[src/rtl/uart_rx_pkg.sv]
// uart_rx_pkg: shared types and constants for the UART receiver.
// Contents: rx_state_e receiver FSM states, register byte offsets (addr[3:0]),
// and STATUS register bit positions.
package uart_rx_pkg;

    typedef enum logic [2:0] {
        IDLE,
        START,
        DATA,
        PARITY,
        STOP
    } rx_state_e;

    localparam logic [3:0] RxDataOff = 4'h0;
    localparam logic [3:0] StatusOff = 4'h4;
    localparam logic [3:0] CtrlOff   = 4'h8;
    localparam logic [3:0] LevelOff  = 4'hC;

    localparam int StNotEmpty  = 0;
    localparam int StFull      = 1;
    localparam int StOverflow  = 2;
    localparam int StFrameErr  = 3;
    localparam int StParityErr = 4;

endpackage

[src/rtl/uart_rx_fifo.sv]
// uart_rx_fifo: synchronous FIFO holding received bytes.
// Ports:
//   clk_i, rst_ni    clock, asynchronous active-low reset
//   push_i, data_i   write request and data; accepted when not full or when popping
//   pop_i, data_o    read request and head-of-queue data (combinational)
//   full_o, empty_o  occupancy flags
//   level_o          occupancy 0..Depth
module uart_rx_fifo #(
    parameter int Width = 8,
    parameter int Depth = 8
) (
    input  logic                       clk_i,
    input  logic                       rst_ni,
    input  logic                       push_i,
    input  logic [Width-1:0]           data_i,
    input  logic                       pop_i,
    output logic [Width-1:0]           data_o,
    output logic                       full_o,
    output logic                       empty_o,
    output logic [$clog2(Depth):0]     level_o
);

    localparam int PtrW = $clog2(Depth);
    localparam int LvlW = PtrW + 1;

    logic [Width-1:0] mem_q [Depth];
    logic [PtrW-1:0]  wptr_q, wptr_d, rptr_q, rptr_d;
    logic [LvlW-1:0]  level_q, level_d;
    logic             do_push, do_pop;

    assign full_o  = level_q == LvlW'(Depth);
    assign empty_o = level_q == '0;
    assign level_o = level_q;
    assign data_o  = mem_q[rptr_q];

    // A full FIFO still accepts a push when the head leaves on the same edge;
    // the write then lands in the slot being vacated.
    always_comb begin
        do_push = push_i & (~full_o | pop_i);
        do_pop  = pop_i & ~empty_o;
        wptr_d  = do_push ? wptr_q + 1'b1 : wptr_q;
        rptr_d  = do_pop ? rptr_q + 1'b1 : rptr_q;
        level_d = level_q + LvlW'(do_push) - LvlW'(do_pop);
    end

    always_ff @(posedge clk_i or negedge rst_ni) begin
        if (!rst_ni) begin
            wptr_q  <= '0;
            rptr_q  <= '0;
            level_q <= '0;
        end else begin
            wptr_q  <= wptr_d;
            rptr_q  <= rptr_d;
            level_q <= level_d;
        end
    end

    always_ff @(posedge clk_i) begin
        if (do_push) mem_q[wptr_q] <= data_i;
    end

endmodule

[src/rtl/uart_rx.sv]
// uart_rx: memory-mapped 8N1 UART receiver with byte FIFO and level interrupt.
// Ports:
//   clk_i, rst_ni             clock, asynchronous active-low reset
//   device_req_i/addr_i/we_i/be_i/wdata_i   device bus request (addr[3:0] decoded)
//   device_rvalid_o/rdata_o   registered response, one cycle after req
//   uart_rx_i                 asynchronous serial line, idle high
//   rx_irq_o                  irq_en & (not_empty | OVERFLOW | FRAME_ERR | PARITY_ERR)
// Build option: define UART_RX_PARITY_EN for 8E1 frames with an even parity bit.
module uart_rx
    import uart_rx_pkg::*;
#(
    parameter int ClockFrequency = 50_000_000,
    parameter int BaudRate       = 115_200,
    parameter int FifoDepth      = 8
) (
    input  logic        clk_i,
    input  logic        rst_ni,
    input  logic        device_req_i,
    input  logic [31:0] device_addr_i,
    input  logic        device_we_i,
    input  logic [3:0]  device_be_i,
    input  logic [31:0] device_wdata_i,
    output logic        device_rvalid_o,
    output logic [31:0] device_rdata_o,
    input  logic        uart_rx_i,
    output logic        rx_irq_o
);

    localparam int ClocksPerBit = ClockFrequency / BaudRate;
    localparam int CntW = $clog2(ClocksPerBit);
    localparam int LvlW = $clog2(FifoDepth) + 1;
    localparam logic [CntW-1:0] HalfBit = CntW'(ClocksPerBit / 2);
    localparam logic [CntW-1:0] LastBit = CntW'(ClocksPerBit - 1);
`ifdef UART_RX_PARITY_EN
    localparam rx_state_e AfterData = PARITY;
`else
    localparam rx_state_e AfterData = STOP;
`endif

    rx_state_e        state_q, state_d;
    logic [1:0]       sync_q, sync_d;
    logic [CntW-1:0]  cnt_q, cnt_d;
    logic [2:0]       bit_q, bit_d;
    logic [7:0]       shift_q, shift_d;
    logic             bad_q, bad_d;
    logic             irq_en_q, irq_en_d, ovf_q, ovf_d, ferr_q, ferr_d, perr_q, perr_d;
    logic             rvalid_q;
    logic [31:0]      rdata_q, rdata_d;
    logic             rx_s, push, ferr_set, perr_set, ovf_set;
    logic             rd_en, wr_en, pop, full, empty;
    logic [3:0]       addr;
    logic [2:0]       clr;
    logic [7:0]       head;
    logic [LvlW-1:0]  level;
    logic [31:0]      status;
    logic             unused_bits;

    assign unused_bits = ^{device_addr_i[31:4], device_be_i[3:1], device_wdata_i};

    uart_rx_fifo #(.Width(8), .Depth(FifoDepth)) u_fifo (
        .clk_i   (clk_i),
        .rst_ni  (rst_ni),
        .push_i  (push),
        .data_i  (shift_q),
        .pop_i   (pop),
        .data_o  (head),
        .full_o  (full),
        .empty_o (empty),
        .level_o (level)
    );

    assign sync_d = {sync_q[0], uart_rx_i};
    assign rx_s   = sync_q[1];

    always_comb begin
        state_d  = state_q;
        cnt_d    = cnt_q + 1'b1;
        bit_d    = bit_q;
        shift_d  = shift_q;
        bad_d    = bad_q;
        push     = 1'b0;
        ferr_set = 1'b0;
        perr_set = 1'b0;
        case (state_q)
            IDLE: begin
                cnt_d = '0;
                bad_d = 1'b0;
                state_d = rx_s ? IDLE : START;
            end
            START: if (cnt_q == HalfBit) begin
                cnt_d   = '0;
                bit_d   = '0;
                state_d = rx_s ? IDLE : DATA;
            end
            DATA: if (cnt_q == LastBit) begin
                cnt_d   = '0;
                shift_d = {rx_s, shift_q[7:1]};
                bit_d   = bit_q + 1'b1;
                state_d = (bit_q == 3'd7) ? AfterData : DATA;
            end
            PARITY: if (cnt_q == LastBit) begin
                cnt_d    = '0;
                perr_set = ^{shift_q, rx_s};
                bad_d    = perr_set;
                state_d  = STOP;
            end
            STOP: if (cnt_q == LastBit) begin
                cnt_d    = '0;
                push     = rx_s & ~bad_q;
                ferr_set = ~rx_s;
                state_d  = IDLE;
            end
            default: state_d = IDLE;
        endcase
    end

    assign addr    = device_addr_i[3:0];
    assign rd_en   = device_req_i & ~device_we_i;
    assign wr_en   = device_req_i & device_we_i & device_be_i[0];
    assign pop     = rd_en & (addr == RxDataOff) & ~empty;
    assign ovf_set = push & full & ~pop;
    assign clr     = (wr_en && addr == StatusOff) ? device_wdata_i[StParityErr:StOverflow] : 3'b0;

    // A flag being set in the same cycle as its write-1-to-clear stays set.
    always_comb begin
        irq_en_d = (wr_en && addr == CtrlOff) ? device_wdata_i[0] : irq_en_q;
        ovf_d    = ovf_set | (ovf_q & ~clr[0]);
        ferr_d   = ferr_set | (ferr_q & ~clr[1]);
        perr_d   = perr_set | (perr_q & ~clr[2]);
        status              = '0;
        status[StNotEmpty]  = ~empty;
        status[StFull]      = full;
        status[StOverflow]  = ovf_q;
        status[StFrameErr]  = ferr_q;
        status[StParityErr] = perr_q;
        rdata_d = !rd_en               ? 32'h0 :
                  (addr == RxDataOff)  ? {24'h0, empty ? 8'h0 : head} :
                  (addr == StatusOff)  ? status :
                  (addr == CtrlOff)    ? {31'h0, irq_en_q} :
                  (addr == LevelOff)   ? 32'(level) : 32'h0;
    end

    always_ff @(posedge clk_i or negedge rst_ni) begin
        if (!rst_ni) begin
            state_q  <= IDLE;
            sync_q   <= 2'b11;
            cnt_q    <= '0;
            bit_q    <= '0;
            shift_q  <= '0;
            bad_q    <= 1'b0;
            irq_en_q <= 1'b0;
            ovf_q    <= 1'b0;
            ferr_q   <= 1'b0;
            perr_q   <= 1'b0;
            rvalid_q <= 1'b0;
            rdata_q  <= '0;
        end else begin
            state_q  <= state_d;
            sync_q   <= sync_d;
            cnt_q    <= cnt_d;
            bit_q    <= bit_d;
            shift_q  <= shift_d;
            bad_q    <= bad_d;
            irq_en_q <= irq_en_d;
            ovf_q    <= ovf_d;
            ferr_q   <= ferr_d;
            perr_q   <= perr_d;
            rvalid_q <= device_req_i;
            rdata_q  <= rdata_d;
        end
    end

    assign device_rvalid_o = rvalid_q;
    assign device_rdata_o  = rdata_q;
    assign rx_irq_o        = irq_en_q & (~empty | ovf_q | ferr_q | perr_q);

endmodule

[config.mk]
export PLATFORM = sky130hd
export DESIGN_NAME = uart_rx
export DESIGN_NICKNAME = d
export VERILOG_FILES = /design/src/rtl/uart_rx_pkg.sv /design/src/rtl/uart_rx_fifo.sv /design/src/rtl/uart_rx.sv
export SDC_FILE = /design/constraint.sdc
export NUM_CORES = 1
export LEC_CHECK = 0
export CORE_MARGIN = 1
export CORE_UTILIZATION = 51
export DETAILED_ROUTE_END_ITERATION = 8
export PLACE_DENSITY = 0.8
export SYNTH_ARGS = -nofsm -noshare
export SYNTH_HDL_FRONTEND = slang
export SYNTH_SLANG_ARGS = --single-unit
[constraint.sdc]
create_clock -name clk_i -period 2.8 [get_ports clk_i]
set_input_delay 0.84 -clock clk_i [delete_from_list [all_inputs] [get_ports clk_i]]
set_output_delay 0.84 -clock clk_i [all_outputs]
set_load 0.02 [all_outputs]
==> impl_results.html <==
<table>
<tr><th>Metric</th><th>Value</th></tr>
<tr><th colspan="2">Power and ir drop</th></tr>
<tr><td>Maximum vdd drop</td><td>0.324 mV</td></tr>
<tr><td>Internal</td><td>3.28 mW</td></tr>
<tr><td>Switching part of the total</td><td>26.0%</td></tr>
<tr><td>Part of the power in the clock network</td><td>45.2%</td></tr>
<tr><td>Leakage power figure</td><td>2.68 nW</td></tr>
<tr><td>Final Power</td><td>4.44 mW</td></tr>
<tr><td>Switching Power</td><td>1.15 mW</td></tr>
<tr><td>Cell area power density</td><td>703 mW/mm^2</td></tr>
<tr><td>Share of total power in combinational logic</td><td>12.4%</td></tr>
<tr><td>Sequential Power Share</td><td>42.4%</td></tr>
<tr><th colspan="2">Yosys</th></tr>
<tr><td>Count of synthesis-stage warnings from yosys</td><td>0</td></tr>
<tr><td>Number of enable flip-flop cells after synthesis</td><td>64</td></tr>
<tr><td>Mapped Cells</td><td>363</td></tr>
<tr><td>Dominant cell by count in the synthesized netlist</td><td>sky130_fd_sc_hd__edfxtp_1</td></tr>
<tr><td>Commonest cells post-synth</td><td>sky130_fd_sc_hd__edfxtp_1, sky130_fd_sc_hd__dfrtp_1, sky130_fd_sc_hd__nor2_1, sky130_fd_sc_hd__buf_4, sky130_fd_sc_hd__inv_1</td></tr>
<tr><td>Area of the mapped netlist</td><td>0.00519 mm^2</td></tr>
<tr><td>Top FF cell, synth</td><td>sky130_fd_sc_hd__edfxtp_1</td></tr>
<tr><td>Cell types with the largest area share after synthesis</td><td>sky130_fd_sc_hd__edfxtp_1, sky130_fd_sc_hd__dfrtp_1, sky130_fd_sc_hd__mux4_2</td></tr>
<tr><td>Sequential cell area fraction in the yosys report</td><td>60.7%</td></tr>
<tr><td>Flip-flop and latch count after synthesis</td><td>113</td></tr>
<tr><td>Synth top area share</td><td>37.0%</td></tr>
<tr><td>Cell type with the largest total area after synthesis</td><td>sky130_fd_sc_hd__edfxtp_1</td></tr>
<tr><td>Async set-reset flop share out of synthesis</td><td>43.4%</td></tr>
<tr><td>Post-synthesis average cell area</td><td>14.3 um^2</td></tr>
<tr><td>Distinct cells, synth</td><td>58</td></tr>
<tr><th colspan="2">Global route</th></tr>
<tr><td>Met1 Usage GRT</td><td>24.1%</td></tr>
<tr><td>GR met3 Demand/Resource</td><td>5.90%</td></tr>
<tr><td>Overflow left after global routing</td><td>0</td></tr>
<tr><td>Antenna violations before repair</td><td>0</td></tr>
<tr><td>Vias in the first global route</td><td>3047</td></tr>
<tr><td>Global-route wire length before repair</td><td>15.2 mm</td></tr>
<tr><td>GR Util met2</td><td>35.7%</td></tr>
<tr><td>GR Util All Layers</td><td>20.5%</td></tr>
<tr><td>Most used routing layer</td><td>met2</td></tr>
<tr><td>Pin count of the biggest net entering global routing</td><td>32</td></tr>
<tr><th colspan="2">Clocking</th></tr>
<tr><td>Clock tree from TritonCTS</td><td>done</td></tr>
<tr><td>Clock Pin Slew Worst Setup and Hold Paths</td><td>0.06 ns</td></tr>
<tr><td>Number of clock sinks</td><td>113</td></tr>
<tr><td>Clk buf depth</td><td>2</td></tr>
<tr><td>Insertion delay of the later-clocked pin in the worst-skew pair</td><td>0.51 ns</td></tr>
<tr><td>H-tree depth</td><td>4</td></tr>
<tr><td>Hold_buf cts</td><td>0</td></tr>
<tr><td>Clock tree root buffer cell</td><td>sky130_fd_sc_hd__clkbuf_8</td></tr>
<tr><td>CTS buffer count</td><td>17</td></tr>
<tr><th colspan="2">Cells and area</th></tr>
<tr><td>Area occupied by multi-input gates</td><td>0.00185 mm^2</td></tr>
<tr><td>Count of non-filler cells in the finished layout</td><td>571</td></tr>
<tr><td>Combined flip-flop and latch cell area</td><td>0.00315 mm^2</td></tr>
<tr><td>Net count of the finished layout</td><td>511</td></tr>
<tr><td>Post-layout utilization of the core</td><td>64.3%</td></tr>
<tr><td>Filler Cells Inserted</td><td>698</td></tr>
<tr><td>N_diodes</td><td>0</td></tr>
<tr><td>Syn-to-layout area delta</td><td>21.5%</td></tr>
<tr><td>Fraction of final layout cells with drive strength greater than 1</td><td>27.6%</td></tr>
<tr><th colspan="2">Timing</th></tr>
<tr><td>Part of the cycle the worst path needs</td><td>99.6%</td></tr>
<tr><td>Max-slew violation count</td><td>0</td></tr>
<tr><td>Max Clk Rate</td><td>358 MHz</td></tr>
<tr><td>Final-layout worst hold slack</td><td>0.356 ns</td></tr>
<tr><td>Post-route minimum period</td><td>2.79 ns</td></tr>
<tr><td>Final hold viol count</td><td>0</td></tr>
<tr><td>Unrepaired setup endpoints after global routing</td><td>true</td></tr>
<tr><td>Number of setup violations in the final report</td><td>0</td></tr>
<tr><td>Post-route clock skew</td><td>0.00821 ns</td></tr>
<tr><td>Worst slew margin relative to its limit</td><td>51.3%</td></tr>
<tr><td>Measured slew at the worst slew-check pin</td><td>0.731 ns</td></tr>
<tr><th colspan="2">Placed design</th></tr>
<tr><td>Placed instance count</td><td>535</td></tr>
<tr><td>HPWL after DPL</td><td>6.47 mm</td></tr>
<tr><td>Routability cong.</td><td>0.868</td></tr>
<tr><td>Port buffer count</td><td>23</td></tr>
<tr><th colspan="2">Worst setup path</th></tr>
<tr><td>List of cells traversed by the critical path</td><td>inv_2, ha_4, or3b_4, o41a_1, buf_6</td></tr>
<tr><td>Critical Path Max Stage Delay</td><td>0.39 ns</td></tr>
<tr><td>Arrival @ worst endpoint</td><td>1.95 ns</td></tr>
<tr><td>Maximum fanout count along the critical path</td><td>2</td></tr>
<tr><td>Type of the worst setup path</td><td>flop to output pin</td></tr>
<tr><td>Critical Path Sink Type</td><td>output pin</td></tr>
<tr><td>Cell type of the slowest stage on the worst timing path</td><td>sky130_fd_sc_hd__dfrtp_1</td></tr>
<tr><td>Startpoint type of the worst setup path</td><td>flop</td></tr>
<tr><td>Worst Path Required</td><td>1.96 ns</td></tr>
<tr><th colspan="2">Detailed routing</th></tr>
<tr><td>ANT nets after route</td><td>0</td></tr>
<tr><td>Final wirelength</td><td>9.79 mm</td></tr>
<tr><td>Per-cell via count in the routed design</td><td>5.35</td></tr>
<tr><td>Post-route DRC</td><td>0</td></tr>
<tr><td>Average wire length per cell after detail routing</td><td>17.1 um</td></tr>
<tr><td>DRT iter0 DRCs</td><td>119</td></tr>
<tr><td>TritonRoute pass-1 iters</td><td>4</td></tr>
<tr><td>Number of vias after detailed routing</td><td>3056</td></tr>
<tr><th colspan="2">Die</th></tr>
<tr><td>Width of the die</td><td>103 um</td></tr>
<tr><td>Effective utilization at floorplan</td><td>52.9%</td></tr>
<tr><td>Core region area</td><td>0.00982 mm^2</td></tr>
<tr><td>Vertical die dimension</td><td>103 um</td></tr>
<tr><td>Number of placed I/O pins</td><td>107</td></tr>
<tr><td>Area of the die</td><td>0.0106 mm^2</td></tr>
<tr><td>Total number of placement rows</td><td>36</td></tr>
<tr><th colspan="2">Flow run</th></tr>
<tr><td>Max-capacitance violation count</td><td>0</td></tr>
<tr><th colspan="2">Min path</th></tr>
<tr><td>Path category of the worst min-delay check</td><td>flop to flop</td></tr>
<tr><th colspan="2">Outcome</th></tr>
<tr><td>Result of the run</td><td>finished clean</td></tr>
</table>
==> placed cells by master, fill, tap and decap left out, types with 3 or more instances in the layout <==
cell type	n
sky130_fd_sc_hd__mux2i_1	11
sky130_fd_sc_hd__ha_4	3
sky130_fd_sc_hd__nand2_1	9
sky130_fd_sc_hd__xnor2_1	11
sky130_fd_sc_hd__inv_2	3
sky130_fd_sc_hd__nand3_1	11
sky130_fd_sc_hd__clkinv_4	3
sky130_fd_sc_hd__ha_1	9
sky130_fd_sc_hd__nor2_1	28
sky130_fd_sc_hd__clkdlybuf4s50_1	21
sky130_fd_sc_hd__clkbuf_16	16
sky130_fd_sc_hd__xor2_1	7
sky130_fd_sc_hd__conb_1	24
sky130_fd_sc_hd__mux4_2	16
sky130_fd_sc_hd__o22a_1	3
sky130_fd_sc_hd__inv_1	14
sky130_fd_sc_hd__mux2_2	10
sky130_fd_sc_hd__and3_1	4
sky130_fd_sc_hd__buf_4	34
sky130_fd_sc_hd__nor2b_1	5
sky130_fd_sc_hd__nand4_1	3
sky130_fd_sc_hd__inv_6	7
sky130_fd_sc_hd__edfxtp_1	64
sky130_fd_sc_hd__a21oi_1	4
sky130_fd_sc_hd__buf_6	3
sky130_fd_sc_hd__nand2b_1	4
sky130_fd_sc_hd__o31ai_1	3
sky130_fd_sc_hd__dfrtp_1	47
sky130_fd_sc_hd__nor3b_1	3
sky130_fd_sc_hd__o21ai_0	5
==> cell type report <==
cell class	count	area share, %
Timing Repair Buffer	59	7.99
Tap cell	133	2.64
Clock buffer	17	6.56
Sequential cell	113	49.9
Inverter	18	1.15
Multi-Input combinational cell	216	29.4
Clock inverter	15	2.36
==> per-stage QoR <==
stage	cell area [um^2]	setup TNS [ns]	worst slack, ns
3_5_place_dp	5680	-28.46	-0.531
4_1_cts	6270	-0.0203	-0.0203
5_1_grt	6310	-0.0684	-0.0526
3_3_place_gp	5680	-26.53	-0.465
2_1_floorplan	5320	-0.191	-0.0737
6_report	6310	0	0.0101
==> power groups by stage <==
stage          combinational (mW)  sequential (mW)  clock, mW
2_1_floorplan               0.389             1.86          0
3_3_place_gp                0.459             1.91          0
3_5_place_dp                0.482             1.92          0
4_1_cts                     0.525             1.88       2.03
5_1_grt                     0.597             1.89       2.11
6_report                    0.549             1.88       2.01
==> repair_timing <==
action                     in CTS  in global routing
buffers inserted                1                  3
resized for setup              11                  5
gates cloned                    0                  0
setup endpoints to repair       1                 44
pin swaps                       0                  3
==> worst paths after layout <==
check | startpoint | to | slack [ns] | cells after the start
min in group asynchronous | rst_ni | shift_q[7] | 0.38 | 1
max in group asynchronous | rst_ni | shift_q[2] | 1.78 | 2
worst min-delay path | sync_q[0] | sync_q[1] | 0.36 | 0
worst min register to register | sync_q[0] | sync_q[1] | 0.36 | 0
worst max-delay path | u_fifo.level_o[2] | rx_irq_o | 0.01 | 5
worst max register to register | u_fifo.level_o[2] | u_fifo.level_o[2] | 0.30 | 11
==> layer usage <==
metal  share of wire (%)  vias to the layer above  routed length [um]
li1                    -                     1408                   -
met1                  41                     1532                4020
met2                  53                      107                5230
met3                 4.4                        9                 435
met4                 1.1                        0                 112
met5                   0                        -                   0
==> logic make-up (layout without fill, tap and decap cells) <==
kind of cell | after synthesis | in the layout | synth area share (%)
xor+xnor | 20 | 20 | 3.78
flops | 113 | 113 | 60.7
simple gates | 92 | 92 | 9.88
compound gates | 29 | 29 | 4.24
other cells | 1 | 24 | 0.0722
fa+ha+maj | 13 | 13 | 3.28
mux | 38 | 38 | 11.4
buf+inv | 57 | 109 | 6.60
==> state kept, by name, summed over array words and instances (netlist names) <==
signal           cells
u_fifo.mem_q        64
cnt_q                9
device_rdata_o       8
shift_q              8
u_fifo.level_o       4
bit_q                3
state_q              3
u_fifo.rptr_q        3
u_fifo.wptr_q        3
sync_q               2
bad_q                1
device_rvalid_o      1
ferr_q               1
irq_en_q             1
ovf_q                1
perr_q               1
==> critical path: cells and delay by family, from the launching register on <==
kind	cells	cell delay [ns]
flops	1	0.39
simple gates	1	0.37
compound gates	1	0.34
buf+inv	2	0.22
fa+ha+maj	1	0.13
Power figures use the tool's default switching activity.
